File: src/rtl/p4_mem_stage_if.sv
// -----------------------------------------------------------------------------
// p4_mem_stage_if
// Data-memory bus between the P4 memory stage (master) and data memory (slave).
// The request phase uses req/gnt. Load data comes back later on rvalid/rdata.
//   req    : request valid (master -> slave)
//   gnt    : request accepted this cycle (slave -> master)
//   we     : 1 = store, 0 = load
//   addr   : word-aligned byte address
//   be     : byte enables
//   wdata  : lane-shifted store data
//   rvalid : load data valid (slave -> master)
//   rdata  : load data word (slave -> master)
// -----------------------------------------------------------------------------
interface p4_mem_stage_if;
  logic        req;
  logic        gnt;
  logic        we;
  logic [31:0] addr;
  logic [3:0]  be;
  logic [31:0] wdata;
  logic        rvalid;
  logic [31:0] rdata;

  modport master (output req, we, addr, be, wdata, input gnt, rvalid, rdata);
  modport slave  (input req, we, addr, be, wdata, output gnt, rvalid, rdata);
endinterface

File: src/rtl/p4_mem_stage.sv
// -----------------------------------------------------------------------------
// p4_mem_stage
// P4 memory-access stage of the 5-stage RV32I pipeline. Non-memory results pass
// straight through. Loads and stores go out on the dmem bus. The stage stalls
// upstream while a transaction is outstanding and sends bubbles downstream.
//
// Optional macro P4_MISALIGN_TRAP_EN: when defined, a misaligned access makes
// no bus request. It retires in one cycle with o_misalign=1 and o_reg_wr=0.
// When undefined, o_misalign is 0 and the low address bits that do not apply
// to the access size are ignored.
//
// Ports:
//   i_clk, i_rst_n      clock, asynchronous active-low reset
//   i_valid .. i_insn   P3 result: ALU result or address, store data, funct3,
//                       mem rd/wr, reg write enable, rd, instruction word
//   o_stall             hold P3 and earlier stages this cycle
//   dmem                data-memory bus (master side)
//   o_valid .. o_insn   fields loaded into the P4/P5 pipeline register
//   o_misalign          misaligned-access flag
// -----------------------------------------------------------------------------
module p4_mem_stage #(
  parameter logic [31:0] NOP_INSN = 32'h00000013
) (
  input  logic                  i_clk,
  input  logic                  i_rst_n,
  input  logic                  i_valid,
  input  logic [31:0]           i_alu_result,
  input  logic [31:0]           i_store_data,
  input  logic [2:0]            i_funct3,
  input  logic                  i_mem_rd,
  input  logic                  i_mem_wr,
  input  logic                  i_reg_wr,
  input  logic [4:0]            i_rd,
  input  logic [31:0]           i_insn,
  output logic                  o_stall,
  p4_mem_stage_if.master        dmem,
  output logic                  o_valid,
  output logic                  o_reg_wr,
  output logic [4:0]            o_rd,
  output logic [31:0]           o_reg_wr_data,
  output logic [31:0]           o_insn,
  output logic                  o_misalign
);

  typedef enum logic [1:0] {IDLE, REQ, RSP} state_t;
  typedef enum logic [1:0] {SZ_BYTE, SZ_HALF, SZ_WORD} size_t;

  // Stores use only 000/001 as sub-word sizes. Loads also have the unsigned
  // forms 100/101. Every other code is treated as a word.
  function automatic size_t acc_size(input logic [2:0] f3, input logic we);
    size_t sz;
    sz = SZ_WORD;
    if (we) begin
      if (f3 == 3'b000)      sz = SZ_BYTE;
      else if (f3 == 3'b001) sz = SZ_HALF;
    end else begin
      if (f3[1:0] == 2'b00 && !(f3 == 3'b000 || f3 == 3'b100)) sz = SZ_WORD;
      else if (f3 == 3'b000 || f3 == 3'b100) sz = SZ_BYTE;
      else if (f3 == 3'b001 || f3 == 3'b101) sz = SZ_HALF;
    end
    return sz;
  endfunction

  function automatic logic [31:0] load_ext(input logic [31:0] rdata,
                                           input logic [2:0] f3,
                                           input logic [1:0] off);
    logic [7:0]  byte_sel;
    logic [15:0] half_sel;
    logic [31:0] res;
    case (off)
      2'd0:    byte_sel = rdata[7:0];
      2'd1:    byte_sel = rdata[15:8];
      2'd2:    byte_sel = rdata[23:16];
      default: byte_sel = rdata[31:24];
    endcase
    // Halfword lane is picked by addr[1] alone, so addr[0] is ignored here.
    half_sel = off[1] ? rdata[31:16] : rdata[15:0];
    case (f3)
      3'b000:  res = {{24{byte_sel[7]}}, byte_sel};
      3'b100:  res = {24'h0, byte_sel};
      3'b001:  res = {{16{half_sel[15]}}, half_sel};
      3'b101:  res = {16'h0, half_sel};
      default: res = rdata;
    endcase
    return res;
  endfunction

  state_t      state, state_nxt;
  logic [31:0] lat_addr, lat_wdata, lat_insn;
  logic [3:0]  lat_be;
  logic        lat_we, lat_reg_wr;
  logic [2:0]  lat_funct3;
  logic [4:0]  lat_rd;

  // Bus fields derived directly from the P3 inputs (used in IDLE and latched)
  logic        is_mem, is_store, in_misalign, trap, latch_en;
  size_t       in_size;
  logic [1:0]  in_off;
  logic [3:0]  in_be;
  logic [31:0] in_wdata;

  always_comb begin
    is_mem   = i_mem_rd | i_mem_wr;
    is_store = i_mem_wr;
    in_off   = i_alu_result[1:0];
    in_size  = acc_size(i_funct3, is_store);
    case (in_size)
      SZ_BYTE: begin
        in_be    = 4'b0001 << in_off;
        in_wdata = {4{i_store_data[7:0]}};
      end
      SZ_HALF: begin
        in_be    = 4'b0011 << {in_off[1], 1'b0};
        in_wdata = {2{i_store_data[15:0]}};
      end
      default: begin
        in_be    = 4'hF;
        in_wdata = i_store_data;
      end
    endcase
    in_misalign = ((in_size == SZ_HALF) && in_off[0]) ||
                  ((in_size == SZ_WORD) && (in_off != 2'b00));
  end

`ifdef P4_MISALIGN_TRAP_EN
  assign trap = i_valid && is_mem && in_misalign;
`else
  assign trap = 1'b0;
`endif

  // NOTE: each always_comb output gets a default first, so no path leaves a
  // signal unassigned and no latch is inferred.
  always_comb begin
    state_nxt     = state;
    latch_en      = 1'b0;
    o_stall       = 1'b0;
    o_valid       = 1'b0;
    o_reg_wr      = 1'b0;
    o_rd          = 5'd0;
    o_reg_wr_data = 32'h0;
    o_insn        = NOP_INSN;
    o_misalign    = 1'b0;
    dmem.req      = 1'b0;
    dmem.we       = lat_we;
    dmem.addr     = {lat_addr[31:2], 2'b00};
    dmem.be       = lat_be;
    dmem.wdata    = lat_wdata;

    case (state)
      IDLE: begin
        dmem.we    = is_store;
        dmem.addr  = {i_alu_result[31:2], 2'b00};
        dmem.be    = in_be;
        dmem.wdata = in_wdata;
        if (i_valid && (!is_mem || trap)) begin
          o_valid       = 1'b1;
          o_reg_wr      = i_reg_wr && !trap;
          o_rd          = i_rd;
          o_reg_wr_data = i_alu_result;
          o_insn        = i_insn;
          o_misalign    = trap;
        end else if (i_valid) begin
          dmem.req = 1'b1;
          if (dmem.gnt && is_store) begin
            o_valid       = 1'b1;
            o_reg_wr      = i_reg_wr;
            o_rd          = i_rd;
            o_reg_wr_data = i_alu_result;
            o_insn        = i_insn;
          end else begin
            latch_en  = 1'b1;
            o_stall   = 1'b1;
            state_nxt = dmem.gnt ? RSP : REQ;
          end
        end
      end
      REQ: begin
        dmem.req = 1'b1;
        o_stall  = 1'b1;
        if (dmem.gnt) begin
          if (lat_we) begin
            o_stall       = 1'b0;
            o_valid       = 1'b1;
            o_reg_wr      = lat_reg_wr;
            o_rd          = lat_rd;
            o_reg_wr_data = lat_addr;
            o_insn        = lat_insn;
            state_nxt     = IDLE;
          end else begin
            state_nxt = RSP;
          end
        end
      end
      RSP: begin
        o_stall = 1'b1;
        if (dmem.rvalid) begin
          o_stall       = 1'b0;
          o_valid       = 1'b1;
          o_reg_wr      = lat_reg_wr;
          o_rd          = lat_rd;
          o_reg_wr_data = load_ext(dmem.rdata, lat_funct3, lat_addr[1:0]);
          o_insn        = lat_insn;
          state_nxt     = IDLE;
        end
      end
      default: state_nxt = IDLE;
    endcase
  end

  // NOTE: sequential state uses non-blocking assignments, so every register
  // samples values from before the clock edge.
  always_ff @(posedge i_clk or negedge i_rst_n) begin
    if (!i_rst_n) begin
      state      <= IDLE;
      lat_addr   <= 32'h0;
      lat_wdata  <= 32'h0;
      lat_be     <= 4'h0;
      lat_we     <= 1'b0;
      lat_funct3 <= 3'h0;
      lat_reg_wr <= 1'b0;
      lat_rd     <= 5'd0;
      lat_insn   <= NOP_INSN;
    end else begin
      state <= state_nxt;
      if (latch_en) begin
        lat_addr   <= i_alu_result;
        lat_wdata  <= in_wdata;
        lat_be     <= in_be;
        lat_we     <= is_store;
        lat_funct3 <= i_funct3;
        lat_reg_wr <= i_reg_wr;
        lat_rd     <= i_rd;
        lat_insn   <= i_insn;
      end
    end
  end

endmodule

File: src/flat_wrapper.sv
// flat-port wrapper written by rule: the top's interface ports become plain ports
module p4_mem_stage_flat 
#(
  parameter logic [31:0] NOP_INSN = 32'h00000013
)
  (i_clk, i_rst_n, i_valid, i_alu_result, i_store_data, i_funct3, i_mem_rd, i_mem_wr, i_reg_wr, i_rd, i_insn, o_stall, o_valid, o_reg_wr, o_rd, o_reg_wr_data, o_insn, o_misalign, dmem_req, dmem_we, dmem_addr, dmem_be, dmem_wdata, dmem_gnt, dmem_rvalid, dmem_rdata);
  p4_mem_stage_if dmem_i ();
  input  logic i_clk;
  input  logic i_rst_n;
  input  logic i_valid;
  input  logic [31:0] i_alu_result;
  input  logic [31:0] i_store_data;
  input  logic [2:0] i_funct3;
  input  logic i_mem_rd;
  input  logic i_mem_wr;
  input  logic i_reg_wr;
  input  logic [4:0] i_rd;
  input  logic [31:0] i_insn;
  output logic o_stall;
  output logic o_valid;
  output logic o_reg_wr;
  output logic [4:0] o_rd;
  output logic [31:0] o_reg_wr_data;
  output logic [31:0] o_insn;
  output logic o_misalign;
  output wire logic [$bits(dmem_i.req)-1:0] dmem_req;
  output wire logic [$bits(dmem_i.we)-1:0] dmem_we;
  output wire logic [$bits(dmem_i.addr)-1:0] dmem_addr;
  output wire logic [$bits(dmem_i.be)-1:0] dmem_be;
  output wire logic [$bits(dmem_i.wdata)-1:0] dmem_wdata;
  input wire logic [$bits(dmem_i.gnt)-1:0] dmem_gnt;
  input wire logic [$bits(dmem_i.rvalid)-1:0] dmem_rvalid;
  input wire logic [$bits(dmem_i.rdata)-1:0] dmem_rdata;
  assign dmem_req = dmem_i.req;
  assign dmem_we = dmem_i.we;
  assign dmem_addr = dmem_i.addr;
  assign dmem_be = dmem_i.be;
  assign dmem_wdata = dmem_i.wdata;
  assign dmem_i.gnt = dmem_gnt;
  assign dmem_i.rvalid = dmem_rvalid;
  assign dmem_i.rdata = dmem_rdata;
  p4_mem_stage #(.NOP_INSN(NOP_INSN)) u_core (.i_clk(i_clk), .i_rst_n(i_rst_n), .i_valid(i_valid), .i_alu_result(i_alu_result), .i_store_data(i_store_data), .i_funct3(i_funct3), .i_mem_rd(i_mem_rd), .i_mem_wr(i_mem_wr), .i_reg_wr(i_reg_wr), .i_rd(i_rd), .i_insn(i_insn), .o_stall(o_stall), .dmem(dmem_i), .o_valid(o_valid), .o_reg_wr(o_reg_wr), .o_rd(o_rd), .o_reg_wr_data(o_reg_wr_data), .o_insn(o_insn), .o_misalign(o_misalign));
endmodule
File: config.mk
export PLATFORM = sky130hd
export DESIGN_NAME = p4_mem_stage_flat
export DESIGN_NICKNAME = d
export VERILOG_FILES = /design/src/rtl/p4_mem_stage_if.sv /design/src/rtl/p4_mem_stage.sv /design/src/flat_wrapper.sv
export SDC_FILE = /design/constraint.sdc
export NUM_CORES = 1
export LEC_CHECK = 0
export CORE_UTILIZATION = 44
export CTS_BUF_LIST = sky130_fd_sc_hd__clkbuf_8 sky130_fd_sc_hd__clkbuf_16
export CTS_CLUSTER_SIZE = 16
export DETAILED_ROUTE_END_ITERATION = 8
export PLACE_DENSITY_LB_ADDON = 0.3
export RECOVER_POWER = 50
export REMOVE_ABC_BUFFERS = 1
export SLEW_MARGIN = 20
export SYNTH_ARGS = -nofsm -noshare
export SYNTH_HDL_FRONTEND = slang
export SYNTH_SLANG_ARGS = --single-unit
File: constraint.sdc
create_clock -name i_clk -period 2.4 [get_ports i_clk]
set_input_delay 0.24 -clock i_clk [delete_from_list [all_inputs] [get_ports i_clk]]
set_output_delay 0.24 -clock i_clk [all_outputs]
set_load 0.005 [all_outputs]
==> metrics.md <==
| Metric | Value |
|---|---|
| Status | complete, but fails checks |
| Failing checks | negative setup slack |
| RSZ-0062 raised after global routing | true |
| TritonCTS clock tree | yes |
| Largest net degree at the start of global routing | 96 |
| Syn. warnings | 0 |
| Max Clock Freq | just over 400 MHz |
| Root Buffer | clkbuf_16 |
| CTS max path bufs | 2 |
| Required @ worst endpoint | 2.16 ns |
| Slew @ Worst Pin | 0.818 ns |
| P_int | roughly 5200 uW |
| Final number of hold-violating endpoints | 0 |
| Post-synth EDFFs | 0 |
| CP arrival | roughly 2.2 ns |
| Hold_sp | i_funct3[0] |
| N_diodes | 0 |
| Switching power total | 2610 uW |
| Synth area leaders | dfrtp_1 (40%), mux2_2 (15%), nand2_1 (11%), o21ai_0 (6.2%), a22o_1 (4.5%) |
| Slew Viols, Final | 0 |
| Die Span X | 126 um |
| Io pins | roughly 290 |
| Row cnt | 45 |
| Skew-Pair Late Insertion Delay | between 0.3 and 0.4 ns |
| DPL Wire Length | between 15 and 20 mm |
| Clock skew | ~0.0057 ns |
| Initial Util | 0.448 |
| Core area | around 15000 sq um |
| PwrDens | roughly 740 nW/um^2 |
| Global route total overflow | 0 |
| Setup_tns | -0.565 ns |
| Layout area overhead | 56.4% |
| CP Cell Sequence | mux4_2 -> a21oi_4 -> buf_6 -> buf_6 -> a21oi_2 -> a221o_1 -> buf_2 |
| Synth cell types | 45 |
| Leakage | between 0.005 and 0.006 uW |
| Die height | 126 um |
| Routed WL per cell | 18.1 um |
| Peak supply drop | 0.369 mV |
| Post-synthesis register bit count | between 100 and 150 |
| Layout cells sized above 1 | 0.241 |
| CP top delay family | multiplexers |
| Ys flop type | dfrtp_1 |
| Max-cap violations | 0 |
| Clock sinks | around 110 |
| Top cell type's share of synthesized area | 0.402 |
| Total die area | between 15000 and 20000 sq um |
| Mapped Cells | roughly 740 |
| Cts bufs inserted | 9 |
| Via count | 6823 |
| Worst Hold Depth | 2 |
| DRC Markers | 0 |
| Worst R2R Start | u_core.state[0] |
| Most frequent cell after synthesis | nand2_1 |
| Top cell by count, worst path | buf_6 |
| Switching share of power | 0.333 |
| Sequential share of power | 0.368 |
| CP Capture Type | primary output |
| R2R Setup Slk | 0.09 ns |
| Sequential cell area fraction in the yosys report | 0.414 |
| Synth async-reset ratio | 1.00 |
| Final nets | 1185 |
| Comb power frac | 0.437 |
| Synthesized area | a little under 7000 sq um |
| First-pass GRT wire length | 33.7 mm |
| R2R Path End | u_core.lat_addr[30] |
| 1st-iter DRT viols | between 500 and 600 |
| DP Area | a little over 10000 sq um |
| Largest area contributor in the netlist | dfrtp_1 |
| Final WS setup | -0.0649 ns |
| Via density | between 5 and 6 |
| Most common library cells after synthesis | nand2_1 (203), dfrtp_1 (109), mux2_2 (89) |
| Final setup fails | 12 |
| Final instance area | around 11000 sq um |
| Hold Path Class | primary input to flop |
| Reg clk slew, reported paths | roughly 0.07 ns |
| CP peak stage delay | between 0.5 and 0.6 ns |
| Post-DRT Antenna Nets | 0 |
| Slew HR | 0.455 |
| GP Congestion | 0.842 |
| Worst Reg2Reg Path Length in Cells | 7 |
| Clock power share | 0.196 |
| Post-Syn Area per Cell | 9.20 sq um |
| Finished Layout Cells | 1234 |
| Drt first pass iters | 8 |
| Startpoint Class | flop |
| Fin crit period | 2.46 ns |
| GR Util All Layers | 0.267 |
| Cells after DPL | roughly 1200 |
| Number of global-route vias before repair | ~6300 |
| Crit-path slowest cell | mux4_2 |
| Hold endpoint | u_core.lat_funct3[0] |
| Hold_ws | between 0.4 and 0.5 ns |
| Crit. path cell count | 7 |
| Htree depth | 3 |
| Port bufs | ~280 |
| Period utilisation layout | 1.03 |
| Worst Path Buf+Inv | 3 |
| Initial antenna violation count | 0 |
| Crit Path Category | flop to primary output |
| Routed wire length | around 22 mm |
| Pre-CTS setup slack | -0.254 ns |
| Max FO, Critical Path | 4 |
| Fillers | between 1000 and 1500 |
-- cells by family (layout without fill, tap and decap cells) --
group	after synthesis	in the layout	synth area share
multiplexers	115	115	0.188
AND/OR/NAND/NOR	242	242	0.149
flip-flops	112	112	0.414
AO/OA/AOI/OAI	193	193	0.196
buffers and inverters	74	381	0.0524
other	1	3	0.000553
-- power by group through the flow --
stage,registers [uW],clock network (uW),logic [uW]
6_report,2880,1530,3420
5_1_grt,2950,1640,3720
4_1_cts,2860,1570,3290
3_5_place_dp,2880,0,3330
3_3_place_gp,2880,0,3280
2_1_floorplan,2810,0,1540
-- how the worst max path moves through the flow --
stage / endpoint / startpoint / slack [ns]
after floorplan: u_core.lat_addr[0] / u_core.state[1] / -1.88
after global placement: o_insn[9] / dmem_gnt / -0.23
after detailed placement: o_insn[2] / dmem_gnt / -0.25
after CTS: o_insn[23] / u_core.state[0] / -0.20
after global routing: o_insn[12] / u_core.state[0] / -0.15
final: o_reg_wr_data[11] / u_core.lat_addr[1] / -0.06
-- cells in the final DEF (no fill, tap or decap), types with 3 or more instances in the layout --
cell type	synthesis	layout
nor2_1	8	6
a221o_1	7	7
a21oi_4	0	3
o221ai_1	7	7
and2_1	7	7
clkbuf_4	0	3
buf_6	3	10
a21oi_1	12	4
mux2i_2	0	7
a22oi_1	15	15
dfstp_2	3	3
clkdlybuf4s15_1	0	8
dlymetal6s2s_1	0	26
mux2_2	89	88
inv_1	11	12
a21oi_2	1	6
dlygate4sd2_1	0	25
mux2i_1	25	16
nand2_1	203	203
conb_1	1	3
buf_12	0	11
dfrtp_1	109	108
clkbuf_1	32	3
clkdlybuf4s50_1	0	181
clkbuf_2	0	38
nor2b_1	10	8
clkbuf_16	0	13
a222oi_1	17	17
o21ai_1	2	12
o21ai_0	84	73
a22o_1	35	35
buf_2	17	7
buf_4	9	36
-- what timing repair did --
item | CTS | global route
hold buffers | 1 | 0
cloned | 0 | 4
pin swaps | 20 | 12
resized for setup | 123 | 138
setup endpoints to repair | 89 | 73
buffers inserted | 5 | 17
hold endpoints to repair | 28 | 0
-- final cells by class --
class / count / area, sq um / area share
clock buffers: 9 / 225 / 0.0212
clock inverters: 7 / 71.3 / 0.00672
multi-input cells: 553 / 3800 / 0.359
repair buffers: 354 / 3420 / 0.323
flip-flops and latches: 112 / 2810 / 0.265
inverters: 11 / 41.3 / 0.00389
well taps: 188 / 235 / 0.0222
-- stage by stage --
step	utilization	total power, uW
final	0.700	7830
after CTS	0.686	7720
after global placement	0.665	6150
after detailed placement	0.665	6210
after global routing	0.700	8310
after floorplan	-	4350
-- registers in the layout (all words and copies together), names as in the netlist --
signal and count:
u_core.state 2, u_core.lat_insn 32, u_core.lat_funct3 3, u_core.lat_addr 32
u_core.lat_rd 5, u_core.lat_we 1, u_core.lat_reg_wr 1, u_core.lat_wdata 32
u_core.lat_be 4
-- layer usage --
| metal | vias to the layer above | wire (um) | global-route usage |
|---|---|---|---|
| met4 | 0 | 537 | 0.0879 |
| met5 | - | 0 | 0 |
| met1 | 3245 | 9200 | 0.334 |
| met3 | 36 | 1780 | 0.0573 |
| li1 | 3239 | - | - |
| met2 | 303 | 10800 | 0.459 |
Power figures use the tool's default switching activity.
